===== config.mk =====
export PLATFORM = sky130hd
export DESIGN_NAME = cdb_arbiter_flat
export DESIGN_NICKNAME = d
export VERILOG_FILES = /design/src/rtl/cdb_arbiter_if.sv /design/src/rtl/cdb_arbiter.sv /design/src/flat_wrapper.sv
export SDC_FILE = /design/constraint.sdc
export NUM_CORES = 1
export LEC_CHECK = 0
export ABC_AREA = 1
export CORE_AREA = 2 2 125 127
export CTS_BUF_LIST = sky130_fd_sc_hd__clkbuf_4 sky130_fd_sc_hd__clkbuf_8 sky130_fd_sc_hd__clkbuf_16
export DETAILED_ROUTE_END_ITERATION = 7
export DIE_AREA = 0 0 127 129
export PLACE_DENSITY = 0.81
export SLEW_MARGIN = 10
export SYNTH_ARGS = -nofsm -noshare
export SYNTH_HDL_FRONTEND = slang
export SYNTH_SLANG_ARGS = --single-unit

===== constraint.sdc =====
create_clock -name clk -period 3.7 [get_ports clk]
set_clock_uncertainty 0.1 [all_clocks]
set_input_delay 0.74 -clock clk [delete_from_list [all_inputs] [get_ports clk]]
set_output_delay 0.74 -clock clk [all_outputs]
set_load 0.1 [all_outputs]

===== src/rtl/cdb_arbiter_if.sv =====
//----------------------------------------------------------------------------
// cdb_arbiter_if : execution-unit offers and CDB broadcast bundle
// Rev 1.0
//----------------------------------------------------------------------------
`default_nettype none

interface cdb_arbiter_if #(
  parameter int REQ_NUM  = 3,
  parameter int ROB_ID_W = 5,
  parameter int DATA_W   = 32
);
  logic [REQ_NUM-1:0]          req_valid;
  logic [REQ_NUM-1:0]          req_ready;
  logic [REQ_NUM*ROB_ID_W-1:0] req_rob_id;
  logic [REQ_NUM*DATA_W-1:0]   req_result;
  logic [REQ_NUM*DATA_W-1:0]   req_target_pc;
  logic [REQ_NUM-1:0]          req_jump_flag;

  logic                        cdb_valid;
  logic [ROB_ID_W-1:0]         cdb_rob_id;
  logic [DATA_W-1:0]           cdb_result;
  logic [DATA_W-1:0]           cdb_target_pc;
  logic                        cdb_jump_flag;

  // Requesters and CDB consumers
  modport master (
    output req_valid, req_rob_id, req_result, req_target_pc, req_jump_flag,
    input  req_ready,
    input  cdb_valid, cdb_rob_id, cdb_result, cdb_target_pc, cdb_jump_flag
  );

  // Arbiter
  modport slave (
    input  req_valid, req_rob_id, req_result, req_target_pc, req_jump_flag,
    output req_ready,
    output cdb_valid, cdb_rob_id, cdb_result, cdb_target_pc, cdb_jump_flag
  );
endinterface

`default_nettype wire


===== src/rtl/cdb_arbiter.sv =====
//----------------------------------------------------------------------------
// cdb_arbiter : round-robin arbiter for the shared CDB write-back port,
//               registered broadcast, flushed on rollback
// Rev 1.0
//----------------------------------------------------------------------------
`default_nettype none

module cdb_arbiter #(
  parameter int REQ_NUM  = 3,
  parameter int ROB_ID_W = 5,
  parameter int DATA_W   = 32
) (
  input  wire logic        clk,
  input  wire logic        rst,
  input  wire logic        rdy,
  input  wire logic        rollback_flag,
  cdb_arbiter_if.slave     bus,
  output logic [31:0]      grant_cnt
);

  localparam int PTR_W = (REQ_NUM > 1) ? $clog2(REQ_NUM) : 1;
  localparam int SUM_W = PTR_W + 1;
  localparam logic [PTR_W-1:0] C_LAST_IDX = PTR_W'(REQ_NUM - 1);

  logic [ROB_ID_W-1:0] rob_id_arr    [REQ_NUM];
  logic [DATA_W-1:0]   result_arr    [REQ_NUM];
  logic [DATA_W-1:0]   target_pc_arr [REQ_NUM];

  genvar k;
  generate
    for (k = 0; k < REQ_NUM; k++) begin : g_unpack
      assign rob_id_arr[k]    = bus.req_rob_id[k*ROB_ID_W +: ROB_ID_W];
      assign result_arr[k]    = bus.req_result[k*DATA_W +: DATA_W];
      assign target_pc_arr[k] = bus.req_target_pc[k*DATA_W +: DATA_W];
    end
  endgenerate

  logic [PTR_W-1:0]    ptr_q,           ptr_d;
  logic                cdb_valid_q,     cdb_valid_d;
  logic [ROB_ID_W-1:0] cdb_rob_id_q,    cdb_rob_id_d;
  logic [DATA_W-1:0]   cdb_result_q,    cdb_result_d;
  logic [DATA_W-1:0]   cdb_target_pc_q, cdb_target_pc_d;
  logic                cdb_jump_flag_q, cdb_jump_flag_d;
  logic [31:0]         grant_cnt_q,     grant_cnt_d;

  logic                found;
  logic [PTR_W-1:0]    win_idx;
  logic [SUM_W-1:0]    cand;
  logic                accept_en;

  // Scan starts at ptr and wraps; first valid requester wins.
  always_comb begin
    found   = 1'b0;
    win_idx = '0;
    cand    = '0;
    for (int i = 0; i < REQ_NUM; i++) begin
      cand = {1'b0, ptr_q} + SUM_W'(i);
      if (cand >= SUM_W'(REQ_NUM)) begin
        cand = cand - SUM_W'(REQ_NUM);
      end
      if (!found && bus.req_valid[cand[PTR_W-1:0]]) begin
        found   = 1'b1;
        win_idx = cand[PTR_W-1:0];
      end
    end
  end

  assign accept_en = rdy & ~rst & ~rollback_flag;

  generate
    for (k = 0; k < REQ_NUM; k++) begin : g_ready
      assign bus.req_ready[k] = accept_en & found & (win_idx == PTR_W'(k));
    end
  endgenerate

  always_comb begin
    ptr_d           = ptr_q;
    cdb_valid_d     = cdb_valid_q;
    cdb_rob_id_d    = cdb_rob_id_q;
    cdb_result_d    = cdb_result_q;
    cdb_target_pc_d = cdb_target_pc_q;
    cdb_jump_flag_d = cdb_jump_flag_q;
    grant_cnt_d     = grant_cnt_q;

    if (rollback_flag) begin
      ptr_d           = '0;
      cdb_valid_d     = 1'b0;
      cdb_rob_id_d    = '0;
      cdb_result_d    = '0;
      cdb_target_pc_d = '0;
      cdb_jump_flag_d = 1'b0;
    end else if (rdy) begin
      if (found) begin
        cdb_rob_id_d    = rob_id_arr[win_idx];
        cdb_result_d    = result_arr[win_idx];
        cdb_target_pc_d = target_pc_arr[win_idx];
        cdb_jump_flag_d = bus.req_jump_flag[win_idx];
        ptr_d           = (win_idx == C_LAST_IDX) ? '0 : win_idx + PTR_W'(1);
        // Tag 0 means "no ROB entry": consume the offer but never broadcast it.
        cdb_valid_d     = |rob_id_arr[win_idx];
        if (|rob_id_arr[win_idx]) begin
          grant_cnt_d = grant_cnt_q + 32'd1;
        end
      end else begin
        cdb_valid_d = 1'b0;
      end
    end
  end

  always_ff @(posedge clk) begin
    if (rst) begin
      ptr_q           <= '0;
      cdb_valid_q     <= 1'b0;
      cdb_rob_id_q    <= '0;
      cdb_result_q    <= '0;
      cdb_target_pc_q <= '0;
      cdb_jump_flag_q <= 1'b0;
      grant_cnt_q     <= '0;
    end else begin
      ptr_q           <= ptr_d;
      cdb_valid_q     <= cdb_valid_d;
      cdb_rob_id_q    <= cdb_rob_id_d;
      cdb_result_q    <= cdb_result_d;
      cdb_target_pc_q <= cdb_target_pc_d;
      cdb_jump_flag_q <= cdb_jump_flag_d;
      grant_cnt_q     <= grant_cnt_d;
    end
  end

  assign bus.cdb_valid     = cdb_valid_q;
  assign bus.cdb_rob_id    = cdb_rob_id_q;
  assign bus.cdb_result    = cdb_result_q;
  assign bus.cdb_target_pc = cdb_target_pc_q;
  assign bus.cdb_jump_flag = cdb_jump_flag_q;
  assign grant_cnt         = grant_cnt_q;

  a_ready_onehot : assert property (@(posedge clk) $onehot0(bus.req_ready));
  a_ready_needs_valid : assert property (@(posedge clk)
    (bus.req_ready & ~bus.req_valid) == '0);

endmodule

`default_nettype wire


===== src/flat_wrapper.sv =====
// flat-port wrapper written by rule: the top's interface ports become plain ports
module cdb_arbiter_flat 
#(
  parameter int REQ_NUM  = 3,
  parameter int ROB_ID_W = 5,
  parameter int DATA_W   = 32
)
  (clk, rst, rdy, rollback_flag, grant_cnt, bus_req_valid, bus_req_rob_id, bus_req_result, bus_req_target_pc, bus_req_jump_flag, bus_req_ready, bus_cdb_valid, bus_cdb_rob_id, bus_cdb_result, bus_cdb_target_pc, bus_cdb_jump_flag);
  cdb_arbiter_if #(.REQ_NUM(REQ_NUM), .ROB_ID_W(ROB_ID_W), .DATA_W(DATA_W)) bus_i ();
  input  wire logic clk;
  input  wire logic rst;
  input  wire logic rdy;
  input  wire logic rollback_flag;
  output logic [31:0] grant_cnt;
  input wire logic [$bits(bus_i.req_valid)-1:0] bus_req_valid;
  input wire logic [$bits(bus_i.req_rob_id)-1:0] bus_req_rob_id;
  input wire logic [$bits(bus_i.req_result)-1:0] bus_req_result;
  input wire logic [$bits(bus_i.req_target_pc)-1:0] bus_req_target_pc;
  input wire logic [$bits(bus_i.req_jump_flag)-1:0] bus_req_jump_flag;
  output wire logic [$bits(bus_i.req_ready)-1:0] bus_req_ready;
  output wire logic [$bits(bus_i.cdb_valid)-1:0] bus_cdb_valid;
  output wire logic [$bits(bus_i.cdb_rob_id)-1:0] bus_cdb_rob_id;
  output wire logic [$bits(bus_i.cdb_result)-1:0] bus_cdb_result;
  output wire logic [$bits(bus_i.cdb_target_pc)-1:0] bus_cdb_target_pc;
  output wire logic [$bits(bus_i.cdb_jump_flag)-1:0] bus_cdb_jump_flag;
  assign bus_i.req_valid = bus_req_valid;
  assign bus_i.req_rob_id = bus_req_rob_id;
  assign bus_i.req_result = bus_req_result;
  assign bus_i.req_target_pc = bus_req_target_pc;
  assign bus_i.req_jump_flag = bus_req_jump_flag;
  assign bus_req_ready = bus_i.req_ready;
  assign bus_cdb_valid = bus_i.cdb_valid;
  assign bus_cdb_rob_id = bus_i.cdb_rob_id;
  assign bus_cdb_result = bus_i.cdb_result;
  assign bus_cdb_target_pc = bus_i.cdb_target_pc;
  assign bus_cdb_jump_flag = bus_i.cdb_jump_flag;
  cdb_arbiter #(.REQ_NUM(REQ_NUM), .ROB_ID_W(ROB_ID_W), .DATA_W(DATA_W)) u_core (.clk(clk), .rst(rst), .rdy(rdy), .rollback_flag(rollback_flag), .bus(bus_i), .grant_cnt(grant_cnt));
endmodule

==> results of run 1 <==
-- synth_stat cells, drive strengths merged --
cell type / count / area, um2
nand2: 186 / 713.2
o32ai: 2 / 17.52
nand3b: 1 / 7.510
nor4: 4 / 25.02
clkinv: 20 / 75.07
a21oi: 96 / 480.5
a31oi: 35 / 219.0
dfxtp: 105 / 2102
nand3: 63 / 350.3
a22oi: 30 / 225.2
o211ai: 1 / 7.510
or2: 1 / 8.760
inv: 75 / 281.5
o21ai: 73 / 369.1
ha: 5 / 62.56
nor3: 12 / 71.32
clkbuf: 36 / 135.1
nand4: 35 / 219.0
buf: 24 / 163.9
nor2: 82 / 340.3
-- layout make-up --
class,instances,area (um2),share of cell area (%)
tap,188,235.2,2.490
timing repair buffer,337,3353,35.50
clock buffer,9,225.2,2.384
antenna,2,5.005,0.05298
clock inverter,2,35.03,0.3709
inverter,95,356.6,3.775
multi-input combinational,626,3134,33.18
sequential,105,2102,22.25
-- cell families (layout without fill, tap and decap cells) --
group | count (synthesis) | count (layout) | synth area share, %
compound gates | 237 | 237 | 22.45
other cells | 0 | 2 | 0
buf+inv | 155 | 443 | 11.16
simple gates | 384 | 384 | 29.54
flops | 105 | 105 | 35.78
fa+ha+maj | 5 | 5 | 1.065
-- layer usage --
layer / GRT usage [%] / share of wire, %
met1: 32.78 / 37
met3: 11.10 / 11
met5: 0 / 0
met2: 47.82 / 49
met4: 10.86 / 3.0
-- sequential cells by signal, summed over array words and instances (netlist names) --
register and count:
u_core.ptr_q 2, u_core.bus.cdb_result 32, u_core.bus.cdb_jump_flag 1, u_core.grant_cnt 32
u_core.bus.cdb_target_pc 32, u_core.bus.cdb_rob_id 5, u_core.bus.cdb_valid 1
-- through the flow --
step	setup WS, ns	setup TNS, ns
5_1_grt	0.1569	0
3_3_place_gp	0.3409	0
6_report	0.3182	0
3_5_place_dp	0.3533	0
4_1_cts	0.3412	0
2_1_floorplan	-0.4017	-1.084
-- worst min-delay path, delay by kind of cell, from the launching register on --
kind            cells  cell delay [ns]
compound gates      1             0.10
flops               1             0.34
buf+inv             1             0.06
-- power breakdown --
| part | total (uW) | switching, uW | internal, uW |
|---|---|---|---|
| registers | 1220 | 32.2 | 1190 |
| clock network | 908 | 403 | 505 |
| logic | 1450 | 972 | 477 |
-- final timing paths --
kind              slack, ns                     start  depth (start not counted)                        to
hold reg to reg        0.43  u_core.bus.cdb_rob_id[1]                          2  u_core.bus.cdb_rob_id[1]
setup reg to reg       0.70           u_core.ptr_q[0]                         21       u_core.grant_cnt[2]
hold / removal         0.43  u_core.bus.cdb_rob_id[1]                          2  u_core.bus.cdb_rob_id[1]
setup / recovery       0.32          bus_req_valid[1]                         11          bus_req_ready[2]
==> impl_metrics.py, run 1 <==
metrics = {
    "floorplanning": {
        "initial_core_util_pct": 39.22,
        "pin_count": 323,
        "dieArea_um2": 16380,
        "coreArea_um2": 14980,
        "die_height_um": 129,
        "num_rows": 45,
        "chipWidth_um": 127,
    },
    "worst_setup_path": {
        "criticalPathCategory": "in -> out",
        "worst_path_max_delay_cell": "clkdlybuf4s50_1",
        "arrival_ns": 2.54,
        "cp.required_ns": 2.86,
        "crit_chain": "clkdlybuf4s50_1, inv_1, nand2_1, nand3_1, nand2_1, nand3_4, nor2_2, nor2_2, buf_4, nor3_2, buf_12",
        "crit_fanout": 11,
        "cpPeakStageDelay_ns": 0.52,
        "cp-start-kind": "input port",
        "crit_buf_inv": 4,
        "setup.worst_path.end_class": "primary output",
        "critPathTopFamily": "buffers and inverters",
    },
    "sta": {
        "rsz0062_at_grt": "no",
        "worst_slew_pin_slew_ns": 1.049,
        "fin_crit_ns": 3.382,
        "setup_viol": 0,
        "maxSlewHeadroom_pct": 29.82,
        "holdWs_ns": 0.4255,
        "hold_viol": 0,
        "timing.final.crit_share_pct": 91.40,
        "timing.fmax_ghz": 0.2957,
        "finalMaxSlewViolations": 0,
    },
    "cells_and_area": {
        "drive_gt1_share_pct": 6.559,
        "final_cell_mix": "clkdlybuf4s50_1 (304), nand2_1 (180), dfxtp_1 (105)",
        "fillers": 1340,
        "stdcell_count": 1364,
        "layout.nets": 1396,
        "area_growth_pct": 60.81,
        "final_cell_area_um2": 9447,
        "fin_util_pct": 63.07,
        "layout.cells.most_common": "clkdlybuf4s50_1",
    },
    "route": {
        "vias": 7262,
        "firstDrtPassIters": 5,
        "wl_per_cell_um": 17.55,
        "vias_per_cell": 5.324,
        "drc": 0,
        "drtIter0Drc": 724,
        "drt-total-wl_um": 23950,
        "ant_nets": 0,
    },
    "yosys": {
        "synth.distinct_cells": 31,
        "postSynthCellCount": 886,
        "synth-seq-cells": 105,
        "ys_warn_count": 0,
        "synth_area_um2": 5874,
        "ys_seq_area_share_pct": 35.78,
        "syn_area_per_cell_um2": 6.630,
        "synth_nets": 1108,
    },
    "placement": {
        "dp_hpwl_um": 17770,
        "place.port_buffers": 322,
        "placed_area_um2": 9181,
        "gp_congestion": 0.8738,
        "placedCellCount": 1351,
    },
    "clock_network": {
        "hold_buffers": 0,
        "cts_sinks": 105,
        "clock_latency_ns": 0.35,
        "cts_setup_buffers": 0,
        "cts_root_buffer": "clkbuf_16",
        "numCtsBuffers": 9,
        "htree_levels": 3,
        "cts_max_path_buffers": 2,
        "clk_pin_slew_worst_paths_ns": 0.06,
        "cts_tree": "done",
        "cts_resized": 0,
    },
    "grt": {
        "grt_max_degree": 75,
        "grt_pass1_vias": 6773,
        "antenna_found_initial": 3,
        "overflow": 0,
        "grt_usage_pct": 28.41,
        "grt_first_pass_wirelength_um": 35980,
    },
    "hold_path": {
        "hold_path_class": "reg -> reg",
    },
    "power": {
        "power_uw": 3576,
        "irDropWorstVdd_v": 0.0003047,
        "power_density_nw_per_um2": 378.5,
        "p_leak_uw": 0.003671,
    },
    "job": {
        "maxCapViolCount": 0,
    },
    "status": {
        "outcome": "finished, final reports clean",
    },
}
Note: power is estimated with default switching activity, not from simulation.
==> run 2: changes to the inputs <==
- CTS_CLUSTER_SIZE: default -> 20
- GPL_TIMING_DRIVEN: default -> 0
- RECOVER_POWER: default -> 100
==> run 2 against run 1 <==
Effect of this change:
- power up 4.8%
- first-iteration DRC count shrank 5.1%
- global-route usage rose by 2.1 points
- routed wire length grew 9.7%
- largest power group unchanged
- clock power rose by 13%
- critical endpoint unchanged
- largest cell class unchanged
- clock-buffer cell count grew 3
- final area is 2.8% higher
- combinational power is 3% higher
- non-clock buffer count increased by 46
- critical path type unchanged
- cell count increased by 3.6%
- highest routed layer is now met5
==> impl_metrics.py, run 2 (synthesized netlist as in run 1, its figures left out) <==
metrics = {
    "route": {
        "ant_nets": 0,
        "vias_per_cell": 5.420,
        "vias": 7659,
        "firstDrtPassIters": 5,
        "drtIter0Drc": 687,
        "wl_per_cell_um": 18.59,
        "drc": 0,
        "drt-total-wl_um": 26260,
    },
    "worst_setup_path": {
        "reg2regPathDepth": 16,
        "r2r_end": "u_core.bus.cdb_target_pc[9]",
        "crit_fanout": 19,
        "r2r_slack_ns": 0.47,
        "cp-start-kind": "input port",
        "setup.worst_path.end_class": "primary output",
        "cp.required_ns": 2.86,
        "worst_path_max_delay_cell": "clkdlybuf4s50_1",
        "criticalPathCategory": "in -> out",
        "reg2reg_from": "u_core.ptr_q[0]",
        "arrival_ns": 2.75,
        "cpPeakStageDelay_ns": 0.50,
        "crit_chain": "clkdlybuf4s50_1, inv_1, o21ai_4, nand2_4, nand4_1, buf_6, nand2_4, inv_4, buf_12, nand2_2, nor3_2, buf_6",
    },
    "power": {
        "power_density_nw_per_um2": 385.7,
        "power_uw": 3746,
        "p_leak_uw": 0.004059,
        "irDropWorstVdd_v": 0.0003125,
    },
    "grt": {
        "grt_max_degree": 20,
        "antenna_found_initial": 1,
        "overflow": 0,
        "grt_busiest_layer": "met2",
        "use_met3_pct": 10.40,
        "met1_usage_pct": 35.06,
        "grt_first_pass_wirelength_um": 38340,
        "grt_usage_pct": 30.52,
        "gr-usage-met2_pct": 54.30,
        "grt_pass1_vias": 7004,
    },
    "sta": {
        "fin_crit_ns": 3.592,
        "setup_viol": 0,
        "hold_viol": 0,
        "timing.fmax_ghz": 0.2784,
        "worst_slew_pin_slew_ns": 1.159,
        "setup_tns_ns": 0,
        "holdWs_ns": 0.3969,
        "timing.final.crit_share_pct": 97.09,
        "finalMaxSlewViolations": 0,
        "maxSlewHeadroom_pct": 22.49,
    },
    "floorplanning": {
        "die_height_um": 129,
        "dieArea_um2": 16380,
        "num_rows": 45,
        "pin_count": 323,
        "initial_core_util_pct": 39.22,
        "chipWidth_um": 127,
        "coreArea_um2": 14980,
    },
    "cells_and_area": {
        "area_growth_pct": 65.30,
        "drive_gt1_share_pct": 6.367,
        "layout.nets": 1442,
        "layout.cells.most_common": "clkdlybuf4s50_1",
        "diodes": 0,
        "final_cell_mix": "clkdlybuf4s50_1 (214), nand2_1 (180), dfxtp_1 (105)",
    },
    "placement": {
        "place.port_buffers": 321,
        "dp_hpwl_um": 20610,
        "gp_congestion": 0.9873,
    },
    "hold_path": {
        "hold_path_class": "reg -> reg",
        "whs_endpoint": "u_core.bus.cdb_rob_id[1]",
        "hold_depth": 2,
        "hp-start": "u_core.bus.cdb_rob_id[1]",
    },
    "clock_network": {
        "cts_tree": "done",
        "cts_max_path_buffers": 2,
        "numCtsBuffers": 9,
        "htree_levels": 3,
        "hold_buffers": 0,
        "clk_pin_slew_worst_paths_ns": 0.07,
        "cts_root_buffer": "clkbuf_16",
        "cts_sinks": 105,
        "clock_latency_ns": 0.36,
    },
    "status": {
        "outcome": "finished, final reports clean",
    },
    "job": {
        "maxCapViolCount": 0,
    },
}
## run 2: changes by cell type in the layout (fill, tap and decap cells not counted), moves of 3 or more
cell | before | now
dlygate4sd3_1 | 0 | 104
clkdlybuf4s50_1 | 304 | 214
clkbuf_1 | 0 | 37
buf_4 | 28 | 2
buf_2 | 0 | 14
buf_6 | 0 | 11
buf_12 | 5 | 1
clkbuf_8 | 0 | 3
## run 2: repair_timing
item | in CTS | in global routing
pin swaps | 2 | 2
gates resized for setup | 26 | 10
setup endpoints to repair | 3 | 3
setup buffers | 2 | 1
## run 2: worst max path at each step
| stage | cells after the start | startpoint | endpoint |
|---|---|---|---|
| 6_report | 12 | bus_req_valid[2] | bus_req_ready[2] |
| 3_5_place_dp | 12 | bus_req_valid[2] | bus_req_ready[2] |
| 4_1_cts | 12 | bus_req_valid[2] | bus_req_ready[0] |
| 5_1_grt | 12 | bus_req_valid[2] | bus_req_ready[2] |
| 2_1_floorplan | 11 | u_core.ptr_q[0] | bus_req_ready[0] |
| 3_3_place_gp | 12 | bus_req_valid[2] | bus_req_ready[0] |
## run 2: per-layer routing
layer  vias up  wire length, um
met1      3544             9832
met5         -                8
li1       3681                -
met2       377            13140
met3        55             2658
met4         2              626
## run 2: where the power goes
part	total, uW	internal (uW)	switching [uW]
Clock	1030	580	447
Combinational	1500	485	1020
Sequential	1220	1190	31.8
Total	3750	2250	1500
## run 2: critical path: cells and delay by family
| kind | cells | cell delay, ns |
|---|---|---|
| and+or+nand+nor | 5 | 0.59 |
| AOI/OAI and AO/OA | 1 | 0.16 |
| buffers and inverters | 6 | 1.24 |
## run 2: area by class of cell
| cell class | count | area [um2] |
|---|---|---|
| well taps | 188 | 235.2 |
| plain buffers | 59 | 307.8 |
| flip-flops and latches | 105 | 2102 |
| fillers | 1331 | 5266 |
| inverters | 95 | 359.1 |
| clock buffers | 12 | 266.5 |
| repair buffers | 324 | 3243 |
| multi-input cells | 626 | 3147 |
| clock inverters | 4 | 50.05 |
## run 2: per-stage QoR
| stage | instance area (um2) | setup WS (ns) | std cells | util, % |
|---|---|---|---|---|
| detailed placement | 9328 | -1.451 | 1395 | 62.28 |
| floorplan | 5879 | -0.4017 | 886 | - |
| global placement | 9328 | -1.474 | 1395 | 62.28 |
| global route | 9711 | -0.006379 | 1413 | 64.84 |
| finish | 9711 | 0.1076 | 1413 | 64.84 |
| CTS | 9671 | 0.006043 | 1412 | 64.57 |
==> run 3: changes to the inputs <==
- SETUP_SLACK_MARGIN: default -> 0.5
==> run 3 against run 2 <==
Effect of this change:
- first-iteration DRC count is 8.6% higher
- worst setup slack better by 0.27 ns
- power is 0.55% lower
- register-to-register slack worse by 0.06 ns
- global-route usage is 1.1 points higher
- hold slack worse by 0.0035 ns
- maximum frequency is 8.0% higher
- combinational power is 3% higher
- final area is 1.6% higher
- clock-buffer cell count is 1 lower
- sequential share of layout area is 0.30 points lower
- largest cell class unchanged
==> impl_metrics.py, run 3 (synthesized netlist as in run 1, its figures left out) <==
metrics = {
    "status": {
        "outcome": "finished, final reports clean",
    },
    "cells_and_area": {
        "final_cell_mix": "clkdlybuf4s50_1 (211), nand2_1 (181), dfxtp_1 (104)",
        "layout.cells.most_common": "clkdlybuf4s50_1",
        "drive_gt1_share_pct": 7.425,
        "final_cell_area_um2": 9866,
        "layout.nets": 1456,
        "fin_util_pct": 65.87,
        "area_growth_pct": 67.94,
    },
    "sta": {
        "hold_viol": 0,
        "maxSlewHeadroom_pct": 22.54,
        "setup_tns_ns": 0,
        "rsz0062_at_grt": "yes",
        "timing.final.crit_share_pct": 89.87,
        "worst_slew_pin_slew_ns": 1.158,
        "timing.fmax_ghz": 0.3007,
        "holdWs_ns": 0.3934,
        "fin_crit_ns": 3.325,
        "finalMaxSlewViolations": 0,
        "setup_viol": 0,
    },
    "worst_setup_path": {
        "reg2reg_from": "u_core.ptr_q[0]",
        "r2r_end": "u_core.bus.cdb_target_pc[6]",
        "criticalPathCategory": "reg -> out",
        "setup.worst_path.end_class": "primary output",
        "cp.required_ns": 2.86,
        "arrival_ns": 2.49,
        "r2r_slack_ns": 0.41,
        "reg2regPathDepth": 15,
        "crit_fanout": 6,
        "cp-start-kind": "flop",
    },
    "clock_network": {
        "numCtsBuffers": 9,
        "cts_tree": "done",
        "clk_pin_slew_worst_paths_ns": 0.07,
        "htree_levels": 3,
        "cts_sinks": 105,
        "hold_buffers": 0,
        "cts_root_buffer": "clkbuf_16",
        "clock_latency_ns": 0.35,
        "cts_max_path_buffers": 2,
    },
    "floorplanning": {
        "coreArea_um2": 14980,
        "die_height_um": 129,
        "pin_count": 323,
        "initial_core_util_pct": 39.22,
        "chipWidth_um": 127,
        "dieArea_um2": 16380,
        "num_rows": 45,
    },
    "placement": {
        "place.port_buffers": 321,
        "placed_area_um2": 9413,
        "dp_hpwl_um": 20930,
        "gp_congestion": 0.9696,
    },
    "job": {
        "maxCapViolCount": 0,
    },
    "route": {
        "vias": 7738,
        "drtIter0Drc": 746,
        "firstDrtPassIters": 7,
        "drt-total-wl_um": 27330,
        "drc": 0,
        "ant_nets": 0,
        "wl_per_cell_um": 19.14,
        "vias_per_cell": 5.419,
    },
    "hold_path": {
        "hold_path_class": "reg -> reg",
        "hold_depth": 2,
        "whs_endpoint": "u_core.bus.cdb_rob_id[1]",
        "hp-start": "u_core.bus.cdb_rob_id[1]",
    },
    "power": {
        "power_density_nw_per_um2": 377.6,
        "power_uw": 3725,
        "p_leak_uw": 0.004113,
        "irDropWorstVdd_v": 0.0002957,
    },
    "grt": {
        "grt_first_pass_wirelength_um": 40030,
        "grt_max_degree": 18,
        "grt_usage_pct": 31.63,
        "antenna_found_initial": 1,
        "overflow": 0,
        "grt_pass1_vias": 7275,
    },
}
run 3: changes by cell type in the layout (fill, tap and decap cells not counted), moves of 3 or more:
cell | previous run | this run
clkbuf_1 | 37 | 43
nor2_4 | 2 | 6
inv_2 | 7 | 4
clkdlybuf4s50_1 | 214 | 211
buf_6 | 11 | 2
buf_4 | 2 | 13
nor2_2 | 9 | 6
inv_4 | 1 | 4
clkbuf_4 | 0 | 3
run 3: metrics by stage:
stage	setup slack (ns)	cells
after global placement	-1.249	1395
final	0.3748	1428
after detailed placement	-1.292	1395
after global routing	0.2250	1427
after floorplan	0.3030	886
after CTS	0.5005	1418
run 3: power by group:
part           total, uW  internal [uW]  switching [uW]
sequential          1220           1190            34.1
clock                956            496             459
combinational       1550            501            1050
total               3730           2180            1540
run 3: area by class of cell:
| type | instances | area, um2 |
|---|---|---|
| inverter | 95 | 379.1 |
| timing repair buffer | 337 | 3357 |
| fill | 1317 | 5111 |
| buffer | 60 | 282.8 |
| sequential | 105 | 2106 |
| multi-input combinational | 626 | 3212 |
| antenna | 1 | 2.502 |
| clock inverter | 5 | 38.79 |
| tap | 188 | 235.2 |
| clock buffer | 11 | 252.7 |
run 3: worst max-delay path, cell delays in order (launching register included):
cell and delay [ns]:
dfxtp_1 0.46, inv_4 0.07, ha_4 0.31, inv_4 0.05
nand2_1 0.06, nand3_2 0.05, nand2_1 0.08, nand4_1 0.20
nand2_1 0.24, inv_4 0.06, buf_8 0.12, buf_8 0.12
nand2_8 0.07, nor3_4 0.04, buf_12 0.17
run 3: worst max-delay path by stage:
| stage | end | cells after the start | startpoint | slack [ns] |
|---|---|---|---|---|
| final | bus_req_ready[2] | 14 | u_core.ptr_q[0] | 0.37 |
| after global routing | u_core.grant_cnt[5] | 20 | u_core.ptr_q[0] | 0.22 |
| after CTS | bus_req_ready[2] | 12 | bus_req_valid[2] | 0.50 |
| after detailed placement | bus_req_ready[2] | 12 | bus_req_valid[2] | -1.29 |
| after global placement | bus_req_ready[2] | 12 | bus_req_valid[2] | -1.25 |
| after floorplan | bus_req_ready[2] | 10 | bus_req_valid[2] | 0.30 |
run 3: what timing repair did:
item | 4_1_cts | 5_1_grt
buffers inserted | 7 | 9
resized for setup | 48 | 13
setup endpoints to repair | 16 | 8
pin swaps | 5 | 9
cloned | 0 | 0
run 3: per-layer routing:
metal  GRT usage (%)  wire length [um]
met1           35.47              9920
met2           56.10             13720
met3           11.93              2908
met4           9.502               778
met5               0                 0
